**src/rtl/wide_uart_pkg.sv**
```systemverilog
// Shared types and constants for the wide UART receive path.
// Line state machine encoding, word geometry and baud divisor helper.
package wide_uart_pkg;

    typedef enum logic [1:0] {
        IDLE,
        START,
        DATA,
        STOP
    } rx_state_t;

    localparam int BYTES_PER_WORD = 8;
    localparam int WORD_W         = 64;

    function automatic int clks_per_bit(input int freq, input int baud);
        return freq / baud;
    endfunction

endpackage

```
**src/rtl/uart_rx_byte.sv**
```systemverilog
// 8N1 byte receiver: 2-flop synchroniser, start/data/stop FSM, baud counter.
// Byte or frame error pulses one cycle after the stop sample; no backpressure.
module uart_rx_byte
    import wide_uart_pkg::*;
#(
    parameter int CLKS_PER_BIT = 868
) (
    input  logic       clk,
    input  logic       rst_n,
    input  logic       rx,
    output logic [7:0] byte_data,
    output logic       byte_valid,
    output logic       frame_err,
    output logic       line_idle,
    output logic       start_det
);

    localparam int                CNT_W  = $clog2(CLKS_PER_BIT + 1);
    localparam logic [CNT_W-1:0]  HALF_C = CNT_W'(CLKS_PER_BIT / 2);
    localparam logic [CNT_W-1:0]  LAST_C = CNT_W'(CLKS_PER_BIT - 1);

    logic             sync1_q, sync2_q;
    rx_state_t        state_q, state_d;
    logic [CNT_W-1:0] cnt_q, cnt_d;
    logic [2:0]       bit_idx_q, bit_idx_d;
    logic [7:0]       shift_q, shift_d;
    logic [7:0]       byte_data_q, byte_data_d;
    logic             byte_valid_q, byte_valid_d;
    logic             frame_err_q, frame_err_d;

    always_ff @(posedge clk or negedge rst_n) begin
        if (!rst_n) begin
            sync1_q <= 1'b1;
            sync2_q <= 1'b1;
        end else begin
            sync1_q <= rx;
            sync2_q <= sync1_q;
        end
    end

    always_comb begin
        state_d      = state_q;
        cnt_d        = cnt_q;
        bit_idx_d    = bit_idx_q;
        shift_d      = shift_q;
        byte_data_d  = byte_data_q;
        byte_valid_d = 1'b0;
        frame_err_d  = 1'b0;
        case (state_q)
            IDLE: begin
                cnt_d = '0;
                if (!sync2_q) begin
                    state_d = START;
                end
            end
            START: begin
                // A line that is high again at mid-bit was a glitch, not a start bit.
                if (cnt_q == HALF_C) begin
                    cnt_d     = '0;
                    bit_idx_d = '0;
                    state_d   = sync2_q ? IDLE : DATA;
                end else begin
                    cnt_d = cnt_q + 1'b1;
                end
            end
            DATA: begin
                if (cnt_q == LAST_C) begin
                    cnt_d   = '0;
                    shift_d = {sync2_q, shift_q[7:1]};
                    if (bit_idx_q == 3'd7) begin
                        state_d = STOP;
                    end else begin
                        bit_idx_d = bit_idx_q + 1'b1;
                    end
                end else begin
                    cnt_d = cnt_q + 1'b1;
                end
            end
            STOP: begin
                if (cnt_q == LAST_C) begin
                    cnt_d   = '0;
                    state_d = IDLE;
                    if (sync2_q) begin
                        byte_valid_d = 1'b1;
                        byte_data_d  = shift_q;
                    end else begin
                        frame_err_d = 1'b1;
                    end
                end else begin
                    cnt_d = cnt_q + 1'b1;
                end
            end
            default: state_d = IDLE;
        endcase
    end

    always_ff @(posedge clk or negedge rst_n) begin
        if (!rst_n) begin
            state_q      <= IDLE;
            cnt_q        <= '0;
            bit_idx_q    <= '0;
            shift_q      <= '0;
            byte_data_q  <= '0;
            byte_valid_q <= 1'b0;
            frame_err_q  <= 1'b0;
        end else begin
            state_q      <= state_d;
            cnt_q        <= cnt_d;
            bit_idx_q    <= bit_idx_d;
            shift_q      <= shift_d;
            byte_data_q  <= byte_data_d;
            byte_valid_q <= byte_valid_d;
            frame_err_q  <= frame_err_d;
        end
    end

    assign byte_data  = byte_data_q;
    assign byte_valid = byte_valid_q;
    assign frame_err  = frame_err_q;
    assign line_idle  = (state_q == IDLE);
    assign start_det  = (state_q == IDLE) && !sync2_q;

endmodule

```
**src/rtl/wide_uart_rx.sv**
```systemverilog
// UART receive path packing 8 bytes (first byte in the MSBs) into one AXI-Stream word.
// Word valid one cycle after the last byte strobe; a word completing while one is held is dropped.
module wide_uart_rx
    import wide_uart_pkg::*;
#(
    parameter int CLK_FREQ     = 100_000_000,
    parameter int BAUD         = 115200,
    parameter int TIMEOUT_BITS = 32
) (
    input  logic              clk,
    input  logic              rst_n,
    input  logic              RsRx,
    output logic [WORD_W-1:0] m_axis_tdata,
    output logic              m_axis_tvalid,
    input  logic              m_axis_tready,
    output logic              frame_err,
    output logic              overrun,
    output logic              timeout
);

    localparam int               CLKS_PER_BIT = clks_per_bit(CLK_FREQ, BAUD);
    localparam int               TMO_CYCLES   = TIMEOUT_BITS * CLKS_PER_BIT;
    localparam int               TMO_W        = $clog2(TMO_CYCLES + 1);
    localparam logic [TMO_W-1:0] TMO_LAST     = TMO_W'(TMO_CYCLES - 1);
    localparam int               IDX_W        = $clog2(BYTES_PER_WORD);
    localparam logic [IDX_W-1:0] IDX_LAST     = IDX_W'(BYTES_PER_WORD - 1);

    logic [7:0] rx_byte;
    logic       rx_byte_vld;
    logic       rx_frame_err;
    logic       rx_line_idle;
    logic       rx_start_det;

    uart_rx_byte #(
        .CLKS_PER_BIT(CLKS_PER_BIT)
    ) u_rx_byte (
        .clk       (clk),
        .rst_n     (rst_n),
        .rx        (RsRx),
        .byte_data (rx_byte),
        .byte_valid(rx_byte_vld),
        .frame_err (rx_frame_err),
        .line_idle (rx_line_idle),
        .start_det (rx_start_det)
    );

    // Only the first seven bytes need holding; the eighth joins straight from the receiver.
    logic [WORD_W-9:0]  word_q, word_d;
    logic [IDX_W-1:0]   idx_q, idx_d;
    logic [TMO_W-1:0]   idle_cnt_q, idle_cnt_d;
    logic [WORD_W-1:0]  tdata_q, tdata_d;
    logic               tvalid_q, tvalid_d;
    logic               overrun_q, overrun_d;
    logic               timeout_q, timeout_d;

    always_comb begin
        word_d     = word_q;
        idx_d      = idx_q;
        idle_cnt_d = idle_cnt_q;
        tdata_d    = tdata_q;
        tvalid_d   = tvalid_q;
        overrun_d  = 1'b0;
        timeout_d  = 1'b0;

        if (tvalid_q && m_axis_tready) begin
            tvalid_d = 1'b0;
        end

        if (rx_frame_err) begin
            idx_d = '0;
        end else if (rx_byte_vld) begin
            word_d = {word_q[WORD_W-17:0], rx_byte};
            if (idx_q == IDX_LAST) begin
                idx_d = '0;
                // A word accepted on this same edge frees the slot for the new one.
                if (!tvalid_q || m_axis_tready) begin
                    tdata_d  = {word_q, rx_byte};
                    tvalid_d = 1'b1;
                end else begin
                    overrun_d = 1'b1;
                end
            end else begin
                idx_d = idx_q + 1'b1;
            end
        end

        if (rx_line_idle && (idx_q != '0) && !rx_start_det) begin
            if (idle_cnt_q == TMO_LAST) begin
                idle_cnt_d = '0;
                idx_d      = '0;
                timeout_d  = 1'b1;
            end else begin
                idle_cnt_d = idle_cnt_q + 1'b1;
            end
        end else begin
            idle_cnt_d = '0;
        end
    end

    always_ff @(posedge clk or negedge rst_n) begin
        if (!rst_n) begin
            word_q     <= '0;
            idx_q      <= '0;
            idle_cnt_q <= '0;
            tdata_q    <= '0;
            tvalid_q   <= 1'b0;
            overrun_q  <= 1'b0;
            timeout_q  <= 1'b0;
        end else begin
            word_q     <= word_d;
            idx_q      <= idx_d;
            idle_cnt_q <= idle_cnt_d;
            tdata_q    <= tdata_d;
            tvalid_q   <= tvalid_d;
            overrun_q  <= overrun_d;
            timeout_q  <= timeout_d;
        end
    end

    assign m_axis_tdata  = tdata_q;
    assign m_axis_tvalid = tvalid_q;
    assign frame_err     = rx_frame_err;
    assign overrun       = overrun_q;
    assign timeout       = timeout_q;

endmodule
```
**config.mk**
```make
export PLATFORM = sky130hd
export DESIGN_NAME = wide_uart_rx
export DESIGN_NICKNAME = d
export VERILOG_FILES = /design/src/rtl/wide_uart_pkg.sv /design/src/rtl/uart_rx_byte.sv /design/src/rtl/wide_uart_rx.sv
export SDC_FILE = /design/constraint.sdc
export NUM_CORES = 1
export LEC_CHECK = 0
export CORE_UTILIZATION = 60
export CTS_CLUSTER_SIZE = 10
export DETAILED_ROUTE_END_ITERATION = 12
export HOLD_SLACK_MARGIN = 0.1
export PLACE_DENSITY = 0.84
export SYNTH_ARGS = -nofsm -noshare
export SYNTH_HDL_FRONTEND = slang
export SYNTH_SLANG_ARGS = --single-unit
```
**constraint.sdc**
```tcl
create_clock -name clk -period 2.7 [get_ports clk]
set_clock_uncertainty 0.2 [all_clocks]
set_input_delay 0.54 -clock clk [delete_from_list [all_inputs] [get_ports clk]]
set_output_delay 0.54 -clock clk [all_outputs]
set_load 0.01 [all_outputs]
```
=== After elaboration in Yosys (flattened, before gate mapping) ===
Cells that the tools add are included.

* Output and inout port bits: 68
* Register bits: 176
* Logic and storage cells: 91
* Input port bits: 4

* Add/subtract/negate cells: 4
* Muxes and demuxes: 38
* Bitwise gates (word level): 1
* Equality and inequality tests: 14
* Reductions and logical operators: 18

{| class="wikitable"
|+ Operator list
! cell !! number
|-
| 2-to-1 mux 15 bit || 2
|-
| case mux 10 bit (3 select lines) || 1
|-
| 2-to-1 mux 3 bit || 8
|-
| 2-to-1 mux 10 bit || 2
|-
| 2-to-1 mux 1 bit || 17
|-
| adder 15 x 1 -> 15 bit, second input constant || 1
|-
| == test 15 bit, second input constant || 1
|-
| 2-to-1 mux 2 bit || 6
|-
| adder 10 x 1 -> 10 bit, second input constant || 1
|-
| == test 10 bit, second input constant || 1
|-
| == test 10 x 9 -> 1 bit, second input constant || 1
|-
| != test 2 x 1 -> 1 bit, second input constant || 4
|-
| case mux 2 bit (4 select lines) || 1
|-
| AND reduction 4 bit || 2
|-
| adder 3 x 1 -> 3 bit, second input constant || 2
|-
| == test 3 bit, second input constant || 2
|-
| case mux 3 bit (2 select lines) || 1
|-
| AND reduction 5 bit || 1
|-
| == test 2 bit, second input constant || 2
|-
| logical AND 1 bit || 4
|-
| != test 2 bit, second input constant || 2
|-
| AND reduction 2 bit || 2
|-
| logical NOT 1 bit || 3
|-
| AND reduction 3 bit || 1
|-
| other kinds (7) || 7
|}

=== Logic depth before layout (Yosys ltp) ===
* Depth after elaboration: 6
* Depth in mapped cells: 7
* Depth with buffers taken out: 6

=== Cells and area by module ===
Synthesis repeated with hierarchy kept, for this count alone.

* Cell total of the unflattened synthesis: 477
* Area, all modules: 7364.6 um^2

{| class="wikitable"
|+ Modules (own cells, without submodules)
! module !! seq. area each (um^2) !! cells each !! times used !! area an instance (um^2)
|-
| wide_uart_rx || 3528.4 || 355 || 1 || 5776.8
|-
| uart_rx_byte || 878.3 || 122 || 1 || 1587.8
|}

=== Least setup slack after synthesis ===
OpenSTA, ideal clock, no wires.

* Kind: reg-to-reg
* Start point: reg u_rx_byte.cnt_q[0]
* End point: reg u_rx_byte.state_q[0]
* Library setup time: 139 ps
* Arrival time: 1509 ps
* Slack: 853 ps
* Path buffers: 0
* Required time: 2361 ps
* Cell stages (with the launch flop): 6
* Cell sequence: dfrtp_1 inv_1 ha_1 nor3b_1 a311oi_1 or4_1

* Longest elaborated chain between the ends: 3
* Elaborated cells on any way between the ends: 6

{| class="wikitable"
|+ Ends and longest elaborated chain
! element !! RTL line !! text
|-
| from (decl) || uart_rx_byte.sv:24 || <nowiki>logic [CNT_W-1:0] cnt_q, cnt_d;</nowiki>
|-
| from (signal assigned) || uart_rx_byte.sv:108 || <nowiki>cnt_q <= cnt_d;</nowiki>
|-
| == test 10 bit or == test 10 x 9 -> 1 bit (tied branches) || uart_rx_byte.sv:67, uart_rx_byte.sv:80, uart_rx_byte.sv:58 ||
|-
| != test 2 x 1 -> 1 bit (no source line) || n/a ||
|-
| AND reduction 5 bit (no source line) (*) || n/a ||
|-
| to (signal assigned) || uart_rx_byte.sv:107 || <nowiki>state_q <= state_d;</nowiki>
|-
| to (decl) || uart_rx_byte.sv:23 || <nowiki>rx_state_t state_q, state_d;</nowiki>
|}

Every way passes the cells marked *; elsewhere a longest branch is shown, timed or not.
A chain may end at the register's enable or synchronous reset.

=== Worst setup path after layout ===
* Start point: reg u_rx_byte.frame_err_q (netlist: u_rx_byte.frame_err)
* End point: out frame_err

{| class="wikitable"
|+ RTL lines
! element !! RTL line !! text
|-
| from (decl) || uart_rx_byte.sv:29 || <nowiki>logic frame_err_q, frame_err_d;</nowiki>
|-
| from (signal assigned) || uart_rx_byte.sv:113 || <nowiki>frame_err_q <= frame_err_d;</nowiki>
|-
| to (decl) || wide_uart_rx.sv:16 || <nowiki>output logic frame_err,</nowiki>
|}

No word-level cell between the ends.

==> results.yml <==
layout:
  fin_cells: 708
  area_growth_pct: 20.3
  fin_nets: 565
  seq_area_um2: 4410
  fillCellCount: 687
  layout_commonest_cell: "dfrtp_1"
  final_cell_mix: "dfrtp_1, mux2_2, clkdlybuf4s50_1, nor2_1, xor2_1"
  multi_input_area_um2: 2490
  drive_above_1_share_pct: 30.1
  n_antenna_cell: 0
sta:
  maxSlewHeadroom_pct: 61.8
  min_period_ns: 2.19
  hold_viol_final: 0
  final.period_utilization_pct: 81.2
  final-setup-viol-count: 0
  drv_slew: 0
  fin_tns_setup_ns: 0
  fmax_ghz: 0.456
  rsz0062_at_grt: "false"
  setup_slack_ns: 0.507
  worst_pin_slew_ns: 0.573
synthesis:
  syn-num-nets: 487
  ys_warn_count: 0
  synth-seq-cells: 176
  yosysSeqAreaShare_pct: 62.2
  synth_top_cell_area_share_pct: 61.5
  syn_inst: 475
  avgSynthCellArea_um2: 14.9
  yosysTopAreaCell: "dfrtp_1"
  synth_cell_types: 45
  synth_area_leaders: "dfrtp_1, mux2_2, mux2_1"
  syn_area_um2: 7080
worst_setup_path:
  crit_type: "flop to output port"
  arrival_ns: 1.45
  critPathMaxFanout: 5
  startpoint_type: "flop"
  cp_slowest_cell: "clkdlybuf4s50_1"
  endpoint_kind: "output port"
  required_ns: 1.96
  crit_family: "buffers and inverters"
  slowest_delay_ns: 0.58
  crit_buf_inv: 1
  path_cells: "clkdlybuf4s50_1"
cts:
  cts_hold_buf: 1
  tritoncts: "built"
  clkSlewWorstSetupHoldPaths_ns: 0.06
  cts_sinks: 176
  htreeDepth: 4
  cts_buffers: 17
  cts_resized: 0
  clockRootBuffer: "clkbuf_16"
  clk_latency_ns: 0.42
  cts_buffer_depth: 2
  cts_setup_buffers: 0
place:
  gp_congestion: 0.804
  place_worst_setup_slack_ns: 0.350
  dp_hpwl_mm: 7.83
  dp.cells: 676
  port_buffers: 71
die:
  coreArea_um2: 11500
  dieArea_um2: 12200
  io_pins: 72
  die_h_um: 111
  start_util_pct: 61.7
  die_x_um: 111
  rows: 39
power_and_ir_drop:
  p_sw_share_pct: 19.5
  p_switching_uw: 998
  ir_drop_v: 0.000454
  p_leak_nw: 4.12
  clkPwrFrac_pct: 47.2
  cellPowerDensity_nw_per_um2: 602
  pwr-share-seq_pct: 51.6
  p_comb_share_pct: 1.2
  internal_power_mw: 4.12
job:
  maxCapViolations: 0
drt:
  vias_per_cell: 5.56
  wl_mm: 12.0
  route.detailed.drc: 0
  post_drt_wl_per_cell_um: 17.0
  vias: 3936
  antenna_left: 0
  drtIter0Drc: 128
  drt_pass1_iterations: 4
hold_path:
  hp-class: "flop to flop"
global_routing:
  grt_overflow: 0
  antenna_found_initial: 0
  grt_first_pass_wirelength_mm: 20.7
  grt_pass1_vias: 4095
  grt_max_degree: 58
  groute.usage.overall_pct: 21.5
outcome:
  status: "finished clean"
synthesized netlist by cell type, drive strengths merged:
| master | instances |
|---|---|
| dfrtp | 174 |
| mux2 | 136 |
| nor2 | 32 |
| xor2 | 18 |
| buf | 16 |
| nand4 | 13 |
| nand3 | 12 |
| ha | 8 |
| nor3 | 7 |
| inv | 6 |
| nand2 | 6 |
| mux2i | 5 |
| and2 | 4 |
| and3 | 4 |
| and4 | 4 |
| clkbuf | 4 |
| o21ai | 3 |
| xnor2 | 3 |
| and4bb | 2 |
| dfstp | 2 |
| nand2b | 2 |
| nor2b | 2 |
| nor3b | 2 |
| o2bb2ai | 2 |
| a21oi | 1 |
| a311oi | 1 |
| a31oi | 1 |
| and4b | 1 |
| nor4bb | 1 |
| o21a | 1 |
| o21bai | 1 |
| or4 | 1 |
worst register-to-register path, delay by kind of cell (launching register included):
| kind | cells | cell delay [ns] |
|---|---|---|
| adder cells (fa/ha/maj) | 1 | 0.16 |
| AO/OA/AOI/OAI | 1 | 0.22 |
| flip-flops | 1 | 0.42 |
| buffers and inverters | 1 | 0.08 |
| AND/OR/NAND/NOR | 2 | 0.94 |
final cells by class:
cell class,instances,share of cell area (%)
clock inverters,10,1.60
multi-input cells,273,29.3
inverters,6,0.265
clock buffers,21,5.29
well taps,143,2.10
repair buffers,79,9.69
flip-flops and latches,176,51.8
per-stage QoR:
| step | util [%] | hold WS (ns) | cell area [um^2] | power, mW |
|---|---|---|---|---|
| 3_5_place_dp | 69.0 | 0.151 | 7920 | 2.75 |
| 3_3_place_gp | 69.0 | 0.151 | 7920 | 2.75 |
| 6_report | 74.2 | 0.157 | 8510 | 5.12 |
| 5_1_grt | 74.2 | 0.161 | 8510 | 5.30 |
| 4_1_cts | 74.2 | 0.159 | 8510 | 5.17 |
| 2_1_floorplan | - | 0.0444 | 7080 | 2.69 |
power by group through the flow:
stage / Combinational, mW / Sequential (mW) / Clock (mW)
2_1_floorplan: 0.000271 / 2.69 / 0
3_3_place_gp: 0.0617 / 2.69 / 0
3_5_place_dp: 0.0632 / 2.69 / 0
4_1_cts: 0.0643 / 2.64 / 2.46
5_1_grt: 0.0725 / 2.64 / 2.58
6_report: 0.0605 / 2.64 / 2.42
logic make-up (layout without fill, tap and decap cells):
logic type | after synthesis | in the layout | synth area share, %
multiplexers | 141 | 141 | 22.3
XOR/XNOR | 21 | 21 | 2.60
AO/OA/AOI/OAI | 10 | 10 | 1.06
AND/OR/NAND/NOR | 93 | 93 | 7.72
adder cells (fa/ha/maj) | 8 | 8 | 1.41
buffers and inverters | 26 | 116 | 2.62
flip-flops | 176 | 176 | 62.2
worst paths after layout:
path	from	end	slack, ns	depth (start not counted)
hold / removal	u_rx_byte.sync1_q$_DFF_PN1_	u_rx_byte.sync2_q$_DFF_PN1_	0.16	0
max in group asynchronous	rst_n	m_axis_tdata[41]$_DFFE_PN0P_	1.11	3
setup / recovery	u_rx_byte.frame_err$_DFF_PN0_	frame_err	0.51	1
hold reg to reg	u_rx_byte.sync1_q$_DFF_PN1_	u_rx_byte.sync2_q$_DFF_PN1_	0.16	0
min in group asynchronous	rst_n	idle_cnt_q[12]$_DFF_PN0_	0.44	2
setup reg to reg	u_rx_byte.cnt_q[0]$_DFF_PN0_	u_rx_byte.state_q[0]$_DFFE_PN0P_	0.55	5
layer usage:
layer  up-vias  track usage [%]  wire, um
met2        77             34.7      5900
met4         0             7.56       184
met5         -                0         0
li1       1824                -         -
met3        15             4.72       369
met1      2020             29.0      5550
flip-flops by register name (all words and copies together), names as in the netlist, named ones only:
| register | flops |
|---|---|
| m_axis_tdata | 64 |
| word_q | 56 |
| idle_cnt_q | 15 |
| u_rx_byte.cnt_q | 10 |
| u_rx_byte.byte_data | 8 |
| u_rx_byte.shift_q | 8 |
| idx_q | 3 |
| u_rx_byte.bit_idx_q | 3 |
| m_axis_tvalid | 1 |
| overrun | 1 |
| timeout | 1 |
| u_rx_byte.byte_valid | 1 |
| u_rx_byte.frame_err | 1 |
| u_rx_byte.state_q | 1 |
| u_rx_byte.sync1_q | 1 |
| u_rx_byte.sync2_q | 1 |
No activity file was read; power rests on OpenSTA's default activity.
